--- src/rtl/ebi_read_responder_pkg.sv ---
// Shared display definitions: EBI bank codes, status register offsets and
// the read-responder state encoding.
package ebi_read_responder_pkg;

    typedef enum logic [2:0] {
        BANK_OAM     = 3'd0,
        BANK_SPRITE  = 3'd1,
        BANK_TILE    = 3'd2,
        BANK_PALETTE = 3'd3,
        BANK_TAM     = 3'd4,
        BANK_STATUS  = 3'd7
    } ebi_bank_t;

    localparam logic [1:0] STAT_VBLANK = 2'd0;
    localparam logic [1:0] STAT_LINE   = 2'd1;
    localparam logic [1:0] STAT_FRAME  = 2'd2;

    typedef enum logic [2:0] {
        ST_IDLE  = 3'd0,
        ST_REQ   = 3'd1,
        ST_WAIT  = 3'd2,
        ST_LOCAL = 3'd3,
        ST_DRIVE = 3'd4,
        ST_TURN  = 3'd5
    } ebi_rd_state_t;

endpackage

--- src/rtl/ebi_read_responder_sync_bit.sv ---
// N-stage single-bit synchroniser with a configurable reset value; shared
// with the EBI write receiver.
module sync_bit #(
    parameter int   STAGES    = 2,
    parameter logic RESET_VAL = 1'b0
) (
    input  logic clk,
    input  logic reset,
    input  logic d,
    output logic q
);

    logic [STAGES-1:0] sync_q;
    logic [STAGES-1:0] sync_d;

    always_comb begin
        sync_d[0] = d;
        for (int i = 1; i < STAGES; i++) begin
            sync_d[i] = sync_q[i-1];
        end
    end

    always_ff @(posedge clk) begin
        if (reset) begin
            sync_q <= {STAGES{RESET_VAL}};
        end else begin
            sync_q <= sync_d;
        end
    end

    assign q = sync_q[STAGES-1];

endmodule

--- src/rtl/ebi_read_responder.sv ---
// EBI read-cycle responder: decodes MCU reads, fetches the word from the
// memory mux or the local status bank and drives it back onto EBI_AD.
//
// state    | meaning
// ---------+-------------------------------------------------------------
// IDLE     | waiting for synced RE falling edge
// REQ      | one-cycle rd_req to the memory mux
// WAIT     | waiting for rd_ack, bounded by the timeout counter
// LOCAL    | loading the status word
// DRIVE    | driving data_q onto EBI_AD until RE rises
// TURN     | one bus-turnaround cycle with the pads released
module ebi_read_responder
    import ebi_read_responder_pkg::*;
#(
    parameter int          SYNC_STAGES  = 2,
    parameter int          TIMEOUT      = 15,
    parameter logic [15:0] TIMEOUT_DATA = 16'hDEAD,
    parameter logic [2:0]  STATUS_BANK  = BANK_STATUS
) (
    input  logic        clk,
    input  logic        reset,
    input  logic [15:0] ebi_ad_in,
    output logic [15:0] ebi_ad_out,
    output logic        ebi_ad_oe,
    input  logic        EBI_ALE,
    input  logic        EBI_RE,
    input  logic [2:0]  bank_select,
    output logic        rd_req,
    output logic [2:0]  rd_bank,
    output logic [15:0] rd_addr,
    input  logic        rd_ack,
    input  logic [15:0] rd_data,
    input  logic [9:0]  sy,
    input  logic        frame_done,
    output logic        busy
);

    localparam int TMR_W = (TIMEOUT > 2) ? $clog2(TIMEOUT) : 1;
    // WAIT is entered one cycle after rd_req, so it lasts TIMEOUT-1 cycles.
    localparam logic [TMR_W-1:0] TMR_LOAD = TMR_W'(TIMEOUT - 2);

    logic        ale_s;
    logic        re_s;
    logic [15:0] ad_s;

    sync_bit #(.STAGES(SYNC_STAGES), .RESET_VAL(1'b0)) u_sync_ale (
        .clk(clk), .reset(reset), .d(EBI_ALE), .q(ale_s)
    );
    sync_bit #(.STAGES(SYNC_STAGES), .RESET_VAL(1'b1)) u_sync_re (
        .clk(clk), .reset(reset), .d(EBI_RE), .q(re_s)
    );

    for (genvar i = 0; i < 16; i++) begin : g_ad_pipe
        sync_bit #(.STAGES(SYNC_STAGES), .RESET_VAL(1'b0)) u_sync_ad (
            .clk(clk), .reset(reset), .d(ebi_ad_in[i]), .q(ad_s[i])
        );
    end

    ebi_rd_state_t    state_q, state_d;
    logic             re_prev_q, re_prev_d;
    logic [15:0]      addr_q, addr_d;
    logic [15:0]      data_q, data_d;
    logic [TMR_W-1:0] tmr_q, tmr_d;
    logic [2:0]       rd_bank_q, rd_bank_d;
    logic [15:0]      rd_addr_q, rd_addr_d;
    logic             vblank_q, vblank_d;
    logic [15:0]      frame_cnt_q, frame_cnt_d;
    logic [15:0]      status_word;
    logic             re_fall;

    assign re_fall = re_prev_q & ~re_s;

    // Status reads use next-state values so a coincident frame_done is visible.
    always_comb begin
        vblank_d    = frame_done ? 1'b1 : ((sy == 10'd0) ? 1'b0 : vblank_q);
        frame_cnt_d = frame_done ? frame_cnt_q + 16'd1 : frame_cnt_q;
        case (addr_q[1:0])
            STAT_VBLANK: status_word = {15'd0, vblank_d};
            STAT_LINE:   status_word = {6'd0, sy};
            STAT_FRAME:  status_word = frame_cnt_d;
            default:     status_word = 16'd0;
        endcase
    end

    always_comb begin
        state_d   = state_q;
        re_prev_d = re_s;
        addr_d    = ale_s ? ad_s : addr_q;
        data_d    = data_q;
        tmr_d     = tmr_q;
        rd_bank_d = rd_bank_q;
        rd_addr_d = rd_addr_q;
        case (state_q)
            ST_IDLE: begin
                if (re_fall) begin
                    if (bank_select == STATUS_BANK) begin
                        state_d = ST_LOCAL;
                    end else begin
                        state_d   = ST_REQ;
                        rd_bank_d = bank_select;
                        rd_addr_d = addr_q;
                    end
                end
            end
            ST_REQ: begin
                tmr_d   = TMR_LOAD;
                state_d = re_s ? ST_TURN : ST_WAIT;
            end
            ST_WAIT: begin
                if (re_s) begin
                    state_d = ST_TURN;
                end else if (rd_ack) begin
                    data_d  = rd_data;
                    state_d = ST_DRIVE;
                end else if (tmr_q == '0) begin
                    data_d  = TIMEOUT_DATA;
                    state_d = ST_DRIVE;
                end else begin
                    tmr_d = tmr_q - 1'b1;
                end
            end
            ST_LOCAL: begin
                if (re_s) begin
                    state_d = ST_TURN;
                end else begin
                    data_d  = status_word;
                    state_d = ST_DRIVE;
                end
            end
            ST_DRIVE: begin
                if (ale_s || re_s) begin
                    state_d = ST_TURN;
                end
            end
            ST_TURN: state_d = ST_IDLE;
            default: state_d = ST_IDLE;
        endcase
    end

    always_ff @(posedge clk) begin
        if (reset) begin
            state_q     <= ST_IDLE;
            re_prev_q   <= 1'b1;
            addr_q      <= 16'd0;
            data_q      <= 16'd0;
            tmr_q       <= '0;
            rd_bank_q   <= 3'd0;
            rd_addr_q   <= 16'd0;
            vblank_q    <= 1'b0;
            frame_cnt_q <= 16'd0;
        end else begin
            state_q     <= state_d;
            re_prev_q   <= re_prev_d;
            addr_q      <= addr_d;
            data_q      <= data_d;
            tmr_q       <= tmr_d;
            rd_bank_q   <= rd_bank_d;
            rd_addr_q   <= rd_addr_d;
            vblank_q    <= vblank_d;
            frame_cnt_q <= frame_cnt_d;
        end
    end

    // A synced ALE while driving is a bus conflict: release the pads immediately.
    assign ebi_ad_oe  = (state_q == ST_DRIVE) && !ale_s;
    assign ebi_ad_out = data_q;
    assign rd_req     = (state_q == ST_REQ);
    assign rd_bank    = rd_bank_q;
    assign rd_addr    = rd_addr_q;
    assign busy       = (state_q != ST_IDLE);

endmodule
--- config.mk ---
export PLATFORM = sky130hd
export DESIGN_NAME = ebi_read_responder
export DESIGN_NICKNAME = d
export VERILOG_FILES = /design/src/rtl/ebi_read_responder_pkg.sv /design/src/rtl/ebi_read_responder_sync_bit.sv /design/src/rtl/ebi_read_responder.sv
export SDC_FILE = /design/constraint.sdc
export NUM_CORES = 1
export LEC_CHECK = 0
export BUFFER_PORTS_ARGS = -buffer_cell sky130_fd_sc_hd__buf_2
export CORE_UTILIZATION = 30
export CTS_CLUSTER_DIAMETER = 50
export DETAILED_ROUTE_END_ITERATION = 6
export GPL_TIMING_DRIVEN = 1
export PLACE_DENSITY = 0.54
export SLEW_MARGIN = 20
export SYNTH_ARGS = -nofsm -noshare
export SYNTH_HDL_FRONTEND = slang
export SYNTH_SLANG_ARGS = --single-unit
--- constraint.sdc ---
create_clock -name clk -period 4.3 [get_ports clk]
set_clock_uncertainty 0.1 [all_clocks]
set_input_delay 0.215 -clock clk [delete_from_list [all_inputs] [get_ports clk]]
set_output_delay 0.215 -clock clk [all_outputs]
set_load 0.01 [all_outputs]
Word-level counts from Yosys, hierarchy flattened
Index checks and enable logic that the tools add are counted.
- register bits after elaboration: 112
- reductions and logical operators: 14
- add/sub/neg operators: 2
- bitwise operators: 3
- equality and inequality tests: 15
- mux-type cells: 22
- operator list (operator ; number):
    two-way mux 16 bit ; 5
    case mux 16 bit (3 select lines) ; 1
    case mux 16 bit (2 select lines) ; 1
    two-way mux 3 bit ; 6
    adder 16 x 1 -> 16 bit, second input constant ; 1
    case mux 3 bit (5 select lines) ; 1
    two-way mux 4 bit ; 3
    != test 2 bit, second input constant ; 6
    zero test 10 bit ; 1
    case mux 4 bit (2 select lines) ; 1
    AND reduction 4 bit ; 2
    equality test 3 x 2 -> 1 bit, second input constant ; 2
    equality test 3 bit, second input constant ; 2
    AND reduction 3 bit ; 2
    zero test 4 bit ; 1
    != test 4 x 3 -> 1 bit, second input constant ; 1
    nonzero test 2 bit ; 2
    subtractor 4 x 1 -> 4 bit, second input constant ; 1
    equality test 3 x 1 -> 1 bit, second input constant ; 1
    zero test 3 bit ; 1
    two-way mux 1 bit ; 3
    != test 3 bit, second input constant ; 1
    nonzero test 3 bit ; 1
    equality test 2 x 1 -> 1 bit, second input constant ; 1
    other kinds (8) ; 9

Longest topological paths before layout
- depth after elaboration: 6
- depth in mapped cells: 8
- mapped depth without buffers: 7

Hierarchy
Synthesis repeated with hierarchy kept, for this count alone.
- cells, all modules: 435
- area total of the unflattened synthesis: 4266.6 um^2
- by module, submodules not included (module ; sequential area each (um^2) ; times used ; area an instance (um^2) ; cells each):
    ebi_read_responder ; 1521.5 ; 1 ; 3320.7 ; 363
    sync_bit ; 40.0 ; 18 ; 52.6 ; 4

Least setup slack after synthesis
No wires, ideal clock.
- kind: reg2reg
- start: reg tmr_q[0]
- end: reg data_q[15], in the netlist ebi_ad_out[15]
- setup slack: 2.532 ns
- clock period less this slack: 1.768 ns
- library setup time: 0.115 ns
- cell stages (with the launch flop): 8
- buffers on the path: 1
- arrival: 1.553 ns
- cells stage by stage: dfxtp_1 > inv_1 > ha_1 > or3b_1 > a21oi_1 > buf_2 > nand3_1 > o21a_1
- cells in the longest elaborated chain, start to end: 3
- RTL lines (item ; line ; text):
    from (decl) ; ebi_read_responder.sv:63 ; logic [TMR_W-1:0] tmr_q, tmr_d;
    from (signal assigned) ; ebi_read_responder.sv:156 ; tmr_q <= tmr_d;
    zero test 4 bit ; ebi_read_responder.sv:115 ; end else if (tmr_q == '0) begin
    != test 3 bit (no line) ; n/a ;
    AND reduction 4 bit (no line) ; n/a ;
    to (signal assigned) ; ebi_read_responder.sv:155 ; data_q <= data_d;
    to (decl) ; ebi_read_responder.sv:62 ; logic [15:0] data_q, data_d;
No other way between the ends.
A chain may end at the register's enable or synchronous reset.

Final worst setup path
- start: reg state_q[0]
- end: reg data_q[0], in the netlist ebi_ad_out[0]
- cells in the longest elaborated chain, start to end: 3
- elaborated cells between the ends (all ways): 8
- RTL lines (item ; line ; text):
    from (decl) ; ebi_read_responder.sv:59 ; ebi_rd_state_t state_q, state_d;
    from (signal assigned) ; ebi_read_responder.sv:152 ; state_q <= state_d;
    equality test 3 x 2 -> 1 bit ; ebi_read_responder.sv:93 ; case (state_q)
    != test 3 bit (no line) (tied with other cells) ; n/a ;
    AND reduction 4 bit (no line) ; n/a ;
Parallel ways exist; a longest one is shown, timed or not.

==> impl_metrics.yaml <==
run_status:
  run_status: "finished, violations left"
  violations: "negative hold slack"
synthesis:
  ys_warn_count: 0
  synth_top_cells_by_area: "dfxtp_1, nor2b_1, nand2_1"
  syn_nets: 521
  synthCells: 468
  synth_top_area_share: 0.518
  syn_area_um2: 4330
  ys.flop_type: "dfxtp_1"
  synth_edf_count: 0
  async_flop_share: 0
  ys_ff_latch: 112
  synth.yosys.seq_area_share: 0.518
  synth_largest_area_cell: "dfxtp_1"
  yosysUniqueCellTypes: 49
  syn_avg_cell_area_um2: 9.24
flow_run:
  max_cap_viol_count: 0
timing:
  fmax_ghz: 0.513
  rsz0062_at_grt: "false"
  drv_slew: 0
  whs_ps: -5.24
  finalHoldViolCount: 1
  relSlewSlack: 0.509
  setup_violations: 0
  finalCritPeriodShare: 0.454
  fin_tns_setup_ps: 0
  post-route-min-period_ps: 1950
  tightest_slew_ps: 735
clock_tree:
  htreeDepth: 3
  clkLatencyLatePin_ps: 350
  cts_buffers: 9
  cts_sinks: 112
  clockBufferDepth: 2
  root_buffer: "clkbuf_16"
  clk_transition_reported_paths_ps: 70
  cts_tree: "yes"
setup_path:
  r2r_cells: 5
  critPathCaptureType: "flip-flop"
  cp-endpoint: "ebi_ad_out[0]"
  startpoint: "state_q[0]"
  rrSetupSlack_ps: 2350
  path_delay_family: "simple AND/OR/NAND/NOR gates"
  worstReg2RegEnd: "ebi_ad_out[0]"
  arrival_ps: 2060
  critPathSlowestCell: "dfxtp_1"
  critical_path_depth: 5
  path_cells: "nand3b_4, or2_1, a211oi_1, o31a_1, nor4_1"
  cp_data_required_time_ps: 4410
  worst_setup_path_start_kind: "flip-flop"
  cp_max_fo: 26
  critPathKind: "reg -> reg"
  timing.rr.start: "state_q[0]"
  slowest_delay_ps: 570
  cp_num_buf_inv: 0
floorplanning:
  rows: 43
  io_pins: 89
  die_w_um: 122
  coreArea_um2: 14000
  initial_core_util: 0.309
  die-area_um2: 14900
  die_h_um: 122
power_and_ir_drop:
  irDropWorstVdd_v: 0.000177
  netSwitchingFraction: 0.252
  p_leak_uw: 0.00213
  pwr-share-comb: 0.088
  pwr-share-seq: 0.528
  clkPwrFrac: 0.384
  internal_power_uw: 1560
  p_switching_uw: 523
  powerDensity_nw_per_um2: 391
routing:
  detail-route-antenna-nets: 0
  first_iter_violations: 248
  dr.pass1.iters: 4
  drcViolationCount: 0
  post_drt_wl_per_cell_um: 13.3
  vias: 3430
  drt-total-wl_um: 9860
  via_per_inst: 4.64
place:
  dp_hpwl_um: 6960
  port_buffers: 88
  place.gp.congestion: 0.802
  dpl.cell_count: 709
grt:
  grt_max_degree: 58
  antenna_found_initial: 0
  gr-total-overflow: 0
  grt_pass1_vias: 3194
  grt_pass1_wl_um: 16000
  grt.total_usage: 0.137
layout:
  diodes: 0
  layout_commonest_cell: "dfxtp_1"
  final_nets: 607
  area.growth.synth_to_final_pct: 22.9
  drive_gt1_frac: 0.216
  final_cell_mix: "dfxtp_1, buf_2, nand2_1, nor2_1, nor2b_1"
  stdcell_count: 739
worst_hold_path:
  hp-class: "in -> reg"
==> sequential cells by signal (all words and copies together), names as in the netlist <==
register,count
frame_cnt_q,16
addr_q,16
tmr_q,4
rd_addr,16
g_ad_pipe.u_sync_ad.sync_q,32
state_q,3
u_sync_ale.sync_q,2
ebi_ad_out,16
u_sync_re.sync_q,2
rd_bank,3
re_prev_q,1
vblank_q,1
==> power groups by stage <==
stage	Clock (uW)	Sequential (uW)	Combinational (uW)
detailed placement	0	1120	176
CTS	823	1100	187
finish	798	1100	183
global placement	0	1120	172
global route	863	1100	205
floorplan	0	1110	127
==> routing by layer <==
layer  track usage  part of all wire
met1         0.181              0.47
met2         0.217              0.48
met3        0.0351             0.043
met4        0.0473             0.011
met5             0                 0
==> kinds of logic (layout without fill, tap and decap cells) <==
| family | Yosys count | count (layout) | synth area share |
|---|---|---|---|
| fa+ha+maj | 2 | 2 | 0.00578 |
| buf+inv | 37 | 128 | 0.0344 |
| mux | 19 | 19 | 0.0443 |
| xor+xnor | 17 | 17 | 0.0344 |
| compound gates | 77 | 77 | 0.109 |
| flops | 112 | 112 | 0.518 |
| simple gates | 204 | 204 | 0.253 |
==> cell usage after synthesis (4+ instances only) <==
| library cell | n |
|---|---|
| a221oi_1 | 4 |
| xnor2_1 | 12 |
| nand2_1 | 55 |
| inv_1 | 7 |
| o311a_1 | 4 |
| nor4_1 | 5 |
| a21oi_1 | 35 |
| dfxtp_1 | 112 |
| nor2_1 | 50 |
| or2_2 | 4 |
| nand3_1 | 7 |
| a211oi_1 | 7 |
| clkbuf_1 | 19 |
| nand4_1 | 5 |
| nor3_1 | 11 |
| mux2i_1 | 18 |
| nor2b_1 | 42 |
| nor4_2 | 4 |
| buf_2 | 8 |
| o21ai_0 | 14 |
| xor2_1 | 5 |
==> metrics by stage <==
| step | total power [uW] | hold slack, ps | instance area, um2 | util | setup slack (ps) |
|---|---|---|---|---|---|
| CTS | 2110 | 1.63 | 5320 | 0.380 | 2320 |
| floorplan | 1230 | 219 | 4330 | - | 2530 |
| finish | 2080 | -5.24 | 5320 | 0.380 | 2350 |
| detailed placement | 1300 | 297 | 4890 | 0.350 | 2310 |
| global route | 2170 | 12.8 | 5320 | 0.380 | 2210 |
| global placement | 1290 | 301 | 4890 | 0.350 | 2380 |
==> worst min path at each step <==
stage,end,start,cells past startpoint
after floorplan,u_sync_re.sync_q[0],EBI_RE,1
after global placement,u_sync_re.sync_q[1],u_sync_re.sync_q[0],1
after detailed placement,u_sync_re.sync_q[1],u_sync_re.sync_q[0],1
after CTS,g_ad_pipe[12].u_sync_ad.sync_q[0],ebi_ad_in[12],2
after global routing,g_ad_pipe[12].u_sync_ad.sync_q[0],ebi_ad_in[12],2
final,g_ad_pipe[12].u_sync_ad.sync_q[0],ebi_ad_in[12],2
==> what timing repair did <==
action	4_1_cts	5_1_grt
resized for setup	0	0
endpoints found under the hold margin	14	0
setup endpoints to repair	0	0
setup buffers	0	0
hold buffers	14	0
==> layout make-up <==
cell class / instances / area (um2)
multi-input cells: 319 / 1930
repair buffers: 105 / 606
clock buffers: 10 / 229
inverters: 7 / 26.3
fillers: 1444 / 8670
well taps: 180 / 225
flip-flops and latches: 112 / 2240
clock inverters: 6 / 52.6
Note: power is estimated with default switching activity, not from simulation.
